--- config.mk ---
export PLATFORM = sky130hd
export DESIGN_NAME = dpram_w1r2_write_arbiter_flat
export DESIGN_NICKNAME = d
export VERILOG_FILES = /design/src/rtl/dpram_w1r2_write_arbiter_if.sv /design/src/rtl/dpram_w1r2_write_arbiter.sv /design/src/flat_wrapper.sv
export SDC_FILE = /design/constraint.sdc
export NUM_CORES = 1
export LEC_CHECK = 0
export CORE_ASPECT_RATIO = 1.5
export CORE_MARGIN = 1.5
export CORE_UTILIZATION = 42
export DETAILED_ROUTE_END_ITERATION = 12
export PLACE_DENSITY = 0.81
export SKIP_LAST_GASP = 1
export SLEW_MARGIN = 10
export SYNTH_ARGS = -nofsm -noshare
export SYNTH_HDL_FRONTEND = slang
export SYNTH_SLANG_ARGS = --single-unit
--- constraint.sdc ---
create_clock -name clock -period 1.58 [get_ports clock]
set_clock_uncertainty 0.05 [all_clocks]
set_input_delay 0.316 -clock clock [delete_from_list [all_inputs] [get_ports clock]]
set_output_delay 0.316 -clock clock [all_outputs]
set_load 0.05 [all_outputs]
--- src/rtl/dpram_w1r2_write_arbiter_if.sv ---
// Bundle between the write requesters / clear controller and the arbiter, including the RAM write port.
interface dpram_w1r2_write_arbiter_if #(
   parameter int unsigned address_width = 10,
   parameter int unsigned data_width    = 8
);
   logic                     req_a_valid;
   logic                     req_a_ready;
   logic [address_width-1:0] req_a_addr;
   logic [data_width-1:0]    req_a_data;
   logic                     req_b_valid;
   logic                     req_b_ready;
   logic [address_width-1:0] req_b_addr;
   logic [data_width-1:0]    req_b_data;
   logic                     clear_start;
   logic [data_width-1:0]    clear_value;
   logic                     clear_busy;
   logic                     last_grant;
   logic                     wren_a;
   logic [address_width-1:0] address_a;
   logic [data_width-1:0]    data_a;

   modport master (
      output req_a_valid, req_a_addr, req_a_data,
      output req_b_valid, req_b_addr, req_b_data,
      output clear_start, clear_value,
      input  req_a_ready, req_b_ready, clear_busy, last_grant,
      input  wren_a, address_a, data_a
   );

   modport slave (
      input  req_a_valid, req_a_addr, req_a_data,
      input  req_b_valid, req_b_addr, req_b_data,
      input  clear_start, clear_value,
      output req_a_ready, req_b_ready, clear_busy, last_grant,
      output wren_a, address_a, data_a
   );
endinterface

--- src/rtl/dpram_w1r2_write_arbiter.sv ---
// Round-robin arbiter for the single write port of a W1R2 dual-port RAM, with an optional
// bulk clear engine built only when DPRAM_WRITE_ARB_CLEAR_EN is defined.
module dpram_w1r2_write_arbiter #(
   parameter int unsigned address_width = 10,
   parameter int unsigned data_width    = 8
) (
   input logic                      clock,
   input logic                      reset_n,
   dpram_w1r2_write_arbiter_if.slave bus
);

   typedef enum logic [0:0] {StIdle, StClear} state_e;

   state_e                   state_q, state_d;
   logic [address_width:0]   cnt_q, cnt_d;
   logic [data_width-1:0]    clr_val_q, clr_val_d;
   logic                     grant_q, grant_d;
   logic                     wren_q, wren_d;
   logic [address_width-1:0] addr_q, addr_d;
   logic [data_width-1:0]    data_q, data_d;
   logic                     ready_a, ready_b;
   logic                     clear_go;
   logic [data_width-1:0]    clear_in;

`ifdef DPRAM_WRITE_ARB_CLEAR_EN
   assign clear_go = bus.clear_start;
   assign clear_in = bus.clear_value;
`else
   // Clear controls are accepted on the ports but have no effect in this build.
   logic unused_clear;
   assign unused_clear = ^{bus.clear_start, bus.clear_value};
   assign clear_go     = 1'b0;
   assign clear_in     = '0;
`endif

   always_comb begin
      state_d   = state_q;
      cnt_d     = cnt_q;
      clr_val_d = clr_val_q;
      grant_d   = grant_q;
      wren_d    = 1'b0;
      addr_d    = addr_q;
      data_d    = data_q;
      ready_a   = 1'b0;
      ready_b   = 1'b0;
      unique case (state_q)
         StIdle: begin
            if (clear_go) begin
               state_d   = StClear;
               cnt_d     = '0;
               clr_val_d = clear_in;
            end else begin
               // On contention the requester that lost the previous arbitration wins.
               if (bus.req_a_valid && (!bus.req_b_valid || grant_q)) begin
                  ready_a = 1'b1;
               end else if (bus.req_b_valid) begin
                  ready_b = 1'b1;
               end
               if (ready_a) begin
                  wren_d  = 1'b1;
                  addr_d  = bus.req_a_addr;
                  data_d  = bus.req_a_data;
                  grant_d = 1'b0;
               end else if (ready_b) begin
                  wren_d  = 1'b1;
                  addr_d  = bus.req_b_addr;
                  data_d  = bus.req_b_data;
                  grant_d = 1'b1;
               end
            end
         end
         StClear: begin
            wren_d = 1'b1;
            addr_d = cnt_q[address_width-1:0];
            data_d = clr_val_q;
            cnt_d  = cnt_q + (address_width + 1)'(1);
            // The extra counter bit flags that the top address has just been issued.
            if (cnt_d[address_width]) begin
               state_d = StIdle;
            end
         end
         default: state_d = StIdle;
      endcase
   end

   always_ff @(posedge clock or negedge reset_n) begin
      if (!reset_n) begin
         state_q   <= StIdle;
         cnt_q     <= '0;
         clr_val_q <= '0;
         grant_q   <= 1'b0;
         wren_q    <= 1'b0;
         addr_q    <= '0;
         data_q    <= '0;
      end else begin
         state_q   <= state_d;
         cnt_q     <= cnt_d;
         clr_val_q <= clr_val_d;
         grant_q   <= grant_d;
         wren_q    <= wren_d;
         addr_q    <= addr_d;
         data_q    <= data_d;
      end
   end

   assign bus.req_a_ready = ready_a;
   assign bus.req_b_ready = ready_b;
   assign bus.clear_busy  = (state_q == StClear);
   assign bus.last_grant  = grant_q;
   assign bus.wren_a      = wren_q;
   assign bus.address_a   = addr_q;
   assign bus.data_a      = data_q;

endmodule

--- src/flat_wrapper.sv ---
// flat-port wrapper written by rule: the top's interface ports become plain ports
module dpram_w1r2_write_arbiter_flat 
#(
   parameter int unsigned address_width = 10,
   parameter int unsigned data_width    = 8
)
  (clock, reset_n, bus_req_a_valid, bus_req_a_addr, bus_req_a_data, bus_req_b_valid, bus_req_b_addr, bus_req_b_data, bus_clear_start, bus_clear_value, bus_req_a_ready, bus_req_b_ready, bus_clear_busy, bus_last_grant, bus_wren_a, bus_address_a, bus_data_a);
  dpram_w1r2_write_arbiter_if #(.address_width(address_width), .data_width(data_width)) bus_i ();
  input logic clock;
  input logic reset_n;
  input wire logic [$bits(bus_i.req_a_valid)-1:0] bus_req_a_valid;
  input wire logic [$bits(bus_i.req_a_addr)-1:0] bus_req_a_addr;
  input wire logic [$bits(bus_i.req_a_data)-1:0] bus_req_a_data;
  input wire logic [$bits(bus_i.req_b_valid)-1:0] bus_req_b_valid;
  input wire logic [$bits(bus_i.req_b_addr)-1:0] bus_req_b_addr;
  input wire logic [$bits(bus_i.req_b_data)-1:0] bus_req_b_data;
  input wire logic [$bits(bus_i.clear_start)-1:0] bus_clear_start;
  input wire logic [$bits(bus_i.clear_value)-1:0] bus_clear_value;
  output wire logic [$bits(bus_i.req_a_ready)-1:0] bus_req_a_ready;
  output wire logic [$bits(bus_i.req_b_ready)-1:0] bus_req_b_ready;
  output wire logic [$bits(bus_i.clear_busy)-1:0] bus_clear_busy;
  output wire logic [$bits(bus_i.last_grant)-1:0] bus_last_grant;
  output wire logic [$bits(bus_i.wren_a)-1:0] bus_wren_a;
  output wire logic [$bits(bus_i.address_a)-1:0] bus_address_a;
  output wire logic [$bits(bus_i.data_a)-1:0] bus_data_a;
  assign bus_i.req_a_valid = bus_req_a_valid;
  assign bus_i.req_a_addr = bus_req_a_addr;
  assign bus_i.req_a_data = bus_req_a_data;
  assign bus_i.req_b_valid = bus_req_b_valid;
  assign bus_i.req_b_addr = bus_req_b_addr;
  assign bus_i.req_b_data = bus_req_b_data;
  assign bus_i.clear_start = bus_clear_start;
  assign bus_i.clear_value = bus_clear_value;
  assign bus_req_a_ready = bus_i.req_a_ready;
  assign bus_req_b_ready = bus_i.req_b_ready;
  assign bus_clear_busy = bus_i.clear_busy;
  assign bus_last_grant = bus_i.last_grant;
  assign bus_wren_a = bus_i.wren_a;
  assign bus_address_a = bus_i.address_a;
  assign bus_data_a = bus_i.data_a;
  dpram_w1r2_write_arbiter #(.address_width(address_width), .data_width(data_width)) u_core (.clock(clock), .reset_n(reset_n), .bus(bus_i));
endmodule
==> impl_metrics.tcl, run 1 <==
set metrics [dict create \
    post_synth_net_total 211 \
    min_period_ns 1.573 \
    initial_antenna_violation_count 0 \
    netlist_top_cells_area "sky130_fd_sc_hd__dfrtp_1 48%, sky130_fd_sc_hd__a211oi_1 7.7%, sky130_fd_sc_hd__mux2i_1 4.8%, sky130_fd_sc_hd__and3b_1 4.2%, sky130_fd_sc_hd__o31ai_1 4.1%" \
    critical_path_class "reg -> out" \
    post-route-worst-setup-slack_ns 0.006866 \
    final-instance-count-excl-fill 288 \
    routed_wirelength_mm 5.116 \
    yosys.area.top_type "sky130_fd_sc_hd__dfrtp_1" \
    reg2regPathDepth 6 \
    synthesis.area_mm2 0.001667 \
    synth_warnings 0 \
    path_depth 4 \
    hold_slack_ns 0.3325 \
    drive_above_1_share_pct 27.76 \
    asyncSetResetFlopFracSynth_pct 100.0 \
    final_area_mm2 0.002872 \
    post_dp_cell_area_mm2 0.002704 \
    setup_viol 0 \
    cts_buffers 5 \
    dpl.cell_count 275 \
    via_count 1645 \
    path_buf_inv 1 \
    yosysSeqAreaShare_pct 48.05 \
    tritoncts "built" \
    design_power_total_mw 2.565 \
    static-leakage-power_nw 1.290 \
    synth_seq_cells 32 \
    tightestPinTransition_ns 0.3213 \
    grt_start_max_net_pins 33 \
    worstReg2RegEnd "u_core.bus.address_a[8]$_DFFE_PN0P_" \
    hold_path.class "in -> async" \
    floorplan.core_area_mm2 0.003750 \
    clock.fmax_ghz 0.6357 \
    timing_max_transition_violations_final 0 \
    syn2layout_area_growth_pct 72.30 \
    arrival_ns 1.21 \
    critical_path.startpoint "u_core.bus.last_grant$_DFFE_PN0P_" \
    power.ir.vdd_worst_mv 0.7145 \
    fp.dieH_um 80.15 \
    dp.final_hpwl_mm 3.379 \
    detailedRoute.firstPassIterationCount 4 \
    timing.critical_path.from_type "flop" \
    layout.cells.most_common_list "37 x sky130_fd_sc_hd__clkdlybuf4s50_1, 30 x sky130_fd_sc_hd__dfrtp_1, 24 x sky130_fd_sc_hd__buf_12" \
    setup_repair_after_global_routing_missed_its_margin "yes" \
    commonest_non_fill_non_tap_cell_in_the_layout "sky130_fd_sc_hd__clkdlybuf4s50_1" \
    crit_path_cell_trace "nand2b_4, nand2_4, and2_4, buf_12" \
    max-clock-path-buffers 2 \
    syn-mean-instance-area_um2 10.35 \
    endpoint_kind "output port" \
    finalCritPeriodShare_pct 99.57 \
    synth.top_cell.area_share_pct 48.05 \
    dominantRegCellSynth "sky130_fd_sc_hd__dfrtp_1" \
    row_count 27 \
    setup.worst_path.end "bus_req_b_ready" \
    power_density_mw_per_mm2 893.3 \
    drtIter0Drc 42 \
    timing.critical_path.slowest_stage_cell "sky130_fd_sc_hd__dfrtp_2" \
    cts_hold_repair.buffers 0 \
    tns_ns 0 \
    grtUsageTotal_pct 25.33 \
    place.gp.congestion 0.7832 \
    layout.core_utilization_pct 76.58 \
    rrSetupSlack_ns 0.11 \
    detail_route.wl_per_cell_um 17.76 \
    clock_tree.htree_level_count 2 \
    layout.filler_cells 239 \
    critical_path.max_fanout 3 \
    route.detailed.vias_per_inst 5.712 \
    io_pins 72 \
    clock-root-buffer "sky130_fd_sc_hd__clkbuf_8" \
    max_slew_margin_pct 78.41 \
    crit_path_max_incr_delay_ns 0.41 \
    cap_viol_max_count 0 \
    run_status "completed" \
    critPathRequiredTime_ns 1.21 \
    num-nets-final 294 \
    n_antenna_cell 0 \
    dieArea_mm2 0.004363 \
    cts_sinks 32 \
    start_util_pct 44.44 \
    clk-insertion-delay-late_ns 0.29 \
    regToRegStartpoint "u_core.bus.last_grant$_DFFE_PN0P_" \
    synth_enable_flop_cells 0 \
    critical_path.top_delay_family "flip-flops" \
    first_global_vias 1677 \
    io_buffers 62 \
    synth_cell_types 35 \
    global_route_wire_length_before_repair_mm 7.914 \
    finalHoldViolCount 0 \
    final_antenna_net_count 0 \
    cts.clk_slew.worst_paths_ns 0.08 \
    floorplan.die.width_um 54.44 \
    detailedPlace.worstSlack_ns -0.2358 \
    globalRoute.totalOverflow 0 \
    drc_errors 0 \
    netlist_instances 161 \
]
==> metal layers <==
metal / vias to the layer above / track usage (%) / wire length (um)
met2: 68 / 41.57 / 2712
li1: 757 / - / -
met1: 808 / 30.08 / 2038
met3: 12 / 6.320 / 258
met5: - / 0 / 0
met4: 0 / 11.50 / 106
==> registers in the layout, summed over array words and instances, names as in the netlist <==
| register | flops |
|---|---|
| u_core.bus.clear_busy | 1 |
| u_core.bus.wren_a | 1 |
| u_core.cnt_q | 11 |
| u_core.bus.last_grant | 1 |
| u_core.bus.data_a | 8 |
| u_core.bus.address_a | 10 |
==> repair_timing <==
action,4_1_cts,5_1_grt
gates resized for setup,5,1
endpoints found under the setup margin,2,3
setup buffers,2,2
pin swaps,0,1
cloned,1,0
==> Yosys cell counts (2+ instances only) <==
cell	instances
sky130_fd_sc_hd__o31ai_1	9
sky130_fd_sc_hd__nand4_1	2
sky130_fd_sc_hd__nor2_1	6
sky130_fd_sc_hd__nand3_1	2
sky130_fd_sc_hd__o22ai_1	8
sky130_fd_sc_hd__clkbuf_1	6
sky130_fd_sc_hd__nor3_1	4
sky130_fd_sc_hd__mux2i_1	8
sky130_fd_sc_hd__xnor2_1	4
sky130_fd_sc_hd__a211oi_1	17
sky130_fd_sc_hd__buf_2	5
sky130_fd_sc_hd__nor2b_1	10
sky130_fd_sc_hd__xor2_1	6
sky130_fd_sc_hd__dfrtp_1	32
sky130_fd_sc_hd__and3b_1	8
sky130_fd_sc_hd__nand2_1	14
sky130_fd_sc_hd__inv_1	2
==> cell type report <==
| cell class | count | area, um2 | area share [%] |
|---|---|---|---|
| flip-flops and latches | 32 | 803.3 | 27.97 |
| well taps | 43 | 53.80 | 1.874 |
| inverters | 2 | 7.507 | 0.2614 |
| multi-input cells | 115 | 828.3 | 28.85 |
| repair buffers | 88 | 1086 | 37.82 |
| clock inverters | 2 | 10.01 | 0.3486 |
| clock buffers | 6 | 82.58 | 2.876 |
==> cell families (layout without fill, tap and decap cells) <==
group,Yosys count,after routing,synth area share (%)
mux,9,9,5.481
simple gates,55,55,19.15
compound gates,40,40,17.57
fa+ha+maj,1,1,0.7506
xor+xnor,10,10,5.255
buf+inv,14,98,3.754
flops,32,32,48.05
==> worst register-to-register path, cell delays in order (launching register included) <==
cell and delay [ns]:
sky130_fd_sc_hd__dfrtp_2 0.41, sky130_fd_sc_hd__buf_4 0.14, sky130_fd_sc_hd__buf_4 0.15, sky130_fd_sc_hd__nand2_1 0.10, sky130_fd_sc_hd__buf_4 0.18, sky130_fd_sc_hd__o22ai_1 0.10, sky130_fd_sc_hd__o31ai_1 0.25
==> power breakdown <==
| group | internal, mW | switching [mW] | leakage (nW) | total (mW) |
|---|---|---|---|---|
| combinational | 0.494 | 0.452 | 0.846 | 0.945 |
| clock | 0.347 | 0.318 | 0.0510 | 0.665 |
| sequential | 0.886 | 0.0691 | 0.393 | 0.955 |
==> worst min path at each step <==
stage | startpoint | to | slack [ns] | cells past startpoint
floorplan | reset_n | u_core.bus.address_a[0]$_DFFE_PN0P_ | -0.03 | 0
global placement | u_core.cnt_q[10]$_DFFE_PN0P_ | u_core.cnt_q[10]$_DFFE_PN0P_ | 0.42 | 1
detailed placement | u_core.cnt_q[10]$_DFFE_PN0P_ | u_core.cnt_q[10]$_DFFE_PN0P_ | 0.44 | 1
CTS | reset_n | u_core.bus.address_a[9]$_DFFE_PN0P_ | 0.34 | 2
global route | reset_n | u_core.bus.address_a[9]$_DFFE_PN0P_ | 0.35 | 2
finish | reset_n | u_core.bus.address_a[9]$_DFFE_PN0P_ | 0.33 | 2
Note: power is estimated with default switching activity, not from simulation.
==> inputs of run 2 (changes only) <==
- CORE_ASPECT_RATIO: 1.5 -> 1.1
==> run 2 against run 1 <==
  * Combinational power is 2.5% lower
  * Global-route usage is 2.5 points lower
  * Worst hold slack better by 0.013 ns
  * Cell count is 2.8% higher
  * Cell area is 1.0% lower
  * Flip-flop and latch count stayed put
  * Die area is 0.18% lower
  * First-iteration DRC count is 140% higher
  * Largest power group unchanged
  * Fmax is 0.19% lower
==> impl_metrics.tcl, run 2 (synthesis results as in run 1) <==
set metrics [dict create \
    power_density_mw_per_mm2 889.7 \
    layout.filler_cells 222 \
    cts_buffers 5 \
    row_count 23 \
    syn2layout_area_growth_pct 70.50 \
    clk-insertion-delay-late_ns 0.29 \
    drt-met1-wl_mm 1.994 \
    met2RoutedLength_mm 2.319 \
    post_dp_cell_area_mm2 0.002708 \
    detail_route.wl_per_cell_um 15.62 \
    clock.fmax_ghz 0.6344 \
    hold_slack_ns 0.3460 \
    global_route_wire_length_before_repair_mm 7.686 \
    wl_met3_um 188 \
    critical_path.max_fanout 4 \
    regMostFlops "u_core.cnt_q" \
    max_slew_margin_pct 78.43 \
    multiInputGateArea_um2 828.3 \
    largest_register_ffs 11 \
    tritoncts "built" \
    power.ir.vdd_worst_mv 0.5820 \
    first_global_vias 1658 \
    regToRegStartpoint "u_core.cnt_q[1]$_DFFE_PN0P_" \
    num-nets-final 295 \
    rrSetupSlack_ns 0.13 \
    design_power_total_mw 2.528 \
    power.internal_mw 1.717 \
    dp.final_hpwl_mm 3.330 \
    p_seq_share_pct 37.7 \
    n_antenna_cell 0 \
    timing.critical_path.from_type "flop" \
    initial_antenna_violation_count 0 \
    globalRoute.totalOverflow 0 \
    final_area_mm2 0.002841 \
    io_pins 72 \
    setup_viol 0 \
    io_buffers 62 \
    drive_above_1_share_pct 28.46 \
    drc_errors 0 \
    place.gp.congestion 0.8209 \
    hold_path.class "in -> async" \
    max-clock-path-buffers 2 \
    tightestPinTransition_ns 0.3236 \
    endpoint_kind "output port" \
    via_count 1568 \
    finalHoldViolCount 0 \
    floorplan.core_area_mm2 0.003712 \
    critical_path_class "reg -> out" \
    commonest_non_fill_non_tap_cell_in_the_layout "sky130_fd_sc_hd__clkdlybuf4s50_1" \
    worstReg2RegEnd "u_core.bus.clear_busy$_DFF_PN0_" \
    min_period_ns 1.576 \
    static-leakage-power_nw 1.275 \
    ff_latch_area_um2 803.3 \
    fp.dieH_um 69.07 \
    arrival_ns 1.21 \
    run_status "completed" \
    clock_power_share_pct 25.8 \
    dieArea_mm2 0.004355 \
    critPathRequiredTime_ns 1.21 \
    route.detailed.vias_per_inst 5.297 \
    finalCritPeriodShare_pct 99.76 \
    layout.core_utilization_pct 76.54 \
    power.share.combinational_pct 36.4 \
    drtIter0Drc 99 \
    grtUsageTotal_pct 22.86 \
    timing_max_transition_violations_final 0 \
    power.switching_fraction_pct 32.09 \
    dr.max_layer_used "met4" \
    cts_hold_repair.buffers 0 \
    clock-root-buffer "sky130_fd_sc_hd__clkbuf_8" \
    post-route-worst-setup-slack_ns 0.003815 \
    dpl.cell_count 283 \
    final_antenna_net_count 0 \
    cap_viol_max_count 0 \
    routed_wirelength_mm 4.624 \
    detailedPlace.worstSlack_ns -0.2426 \
    detailedRoute.firstPassIterationCount 4 \
    start_util_pct 44.89 \
    cts_sinks 32 \
    clock_tree.htree_level_count 2 \
    cts.clk_slew.worst_paths_ns 0.07 \
    grt_start_max_net_pins 33 \
    floorplan.die.width_um 63.06 \
    tns_ns 0 \
    reg2regPathDepth 4 \
    p_sw_uw 811.4 \
    setup_repair_after_global_routing_missed_its_margin "yes" \
    layout.cells.most_common_list "37 x sky130_fd_sc_hd__clkdlybuf4s50_1, 30 x sky130_fd_sc_hd__dfrtp_1, 27 x sky130_fd_sc_hd__buf_4" \
    final-instance-count-excl-fill 296 \
]
run 2: cell types whose count changed in the layout (fill, tap and decap cells not counted), sizes merged:
cell	before	now
buf	48	50
bufbuf	1	0
clkdlybuf4s15	1	0
clkbuf	6	7
run 2: worst max-delay path, cell delays in order, from the launching register on:
cell and delay (ns):
sky130_fd_sc_hd__dfrtp_2 0.40, sky130_fd_sc_hd__nand2b_4 0.15, sky130_fd_sc_hd__nand2_4 0.10, sky130_fd_sc_hd__and2_4 0.16, sky130_fd_sc_hd__buf_12 0.13
run 2: routing by layer:
| metal | GRT usage, % | vias up |
|---|---|---|
| met2 | 37.83 | 39 |
| met1 | 27.16 | 761 |
| li1 | - | 759 |
| met4 | 11.36 | 0 |
| met5 | 0 | - |
| met3 | 6.199 | 9 |
run 2: cell type report:
| cell class | count | share of cell area [%] |
|---|---|---|
| Inverter | 2 | 0.2642 |
| Multi-Input combinational cell | 115 | 29.15 |
| Sequential cell | 32 | 28.27 |
| Clock buffer | 6 | 2.906 |
| Timing Repair Buffer | 89 | 36.86 |
| Clock inverter | 2 | 0.3523 |
| Tap cell | 50 | 2.202 |
run 2: power by group through the flow:
stage	Clock, mW	Sequential (mW)	Combinational, mW
floorplan	0	1.17	0.188
global placement	0	0.969	0.893
detailed placement	0	0.973	0.902
CTS	0.670	0.953	0.919
global route	0.702	0.960	0.961
finish	0.653	0.953	0.921
run 2: timing repair:
action / CTS / global route
gates resized for setup: 3 / 3
cloned: 0 / 0
buffers inserted: 3 / 2
setup endpoints to repair: 2 / 2
hold endpoints to repair: 0 / 0
run 2: how the worst max path moves through the flow:
stage / from / to
2_1_floorplan: u_core.bus.clear_busy$_DFF_PN0_ / bus_req_a_ready
3_3_place_gp: bus_req_a_valid / u_core.bus.address_a[6]$_DFFE_PN0P_
3_5_place_dp: bus_req_a_valid / u_core.bus.address_a[6]$_DFFE_PN0P_
4_1_cts: u_core.bus.last_grant$_DFFE_PN0P_ / bus_req_b_ready
5_1_grt: u_core.bus.last_grant$_DFFE_PN0P_ / bus_req_b_ready
6_report: u_core.bus.last_grant$_DFFE_PN0P_ / bus_req_b_ready
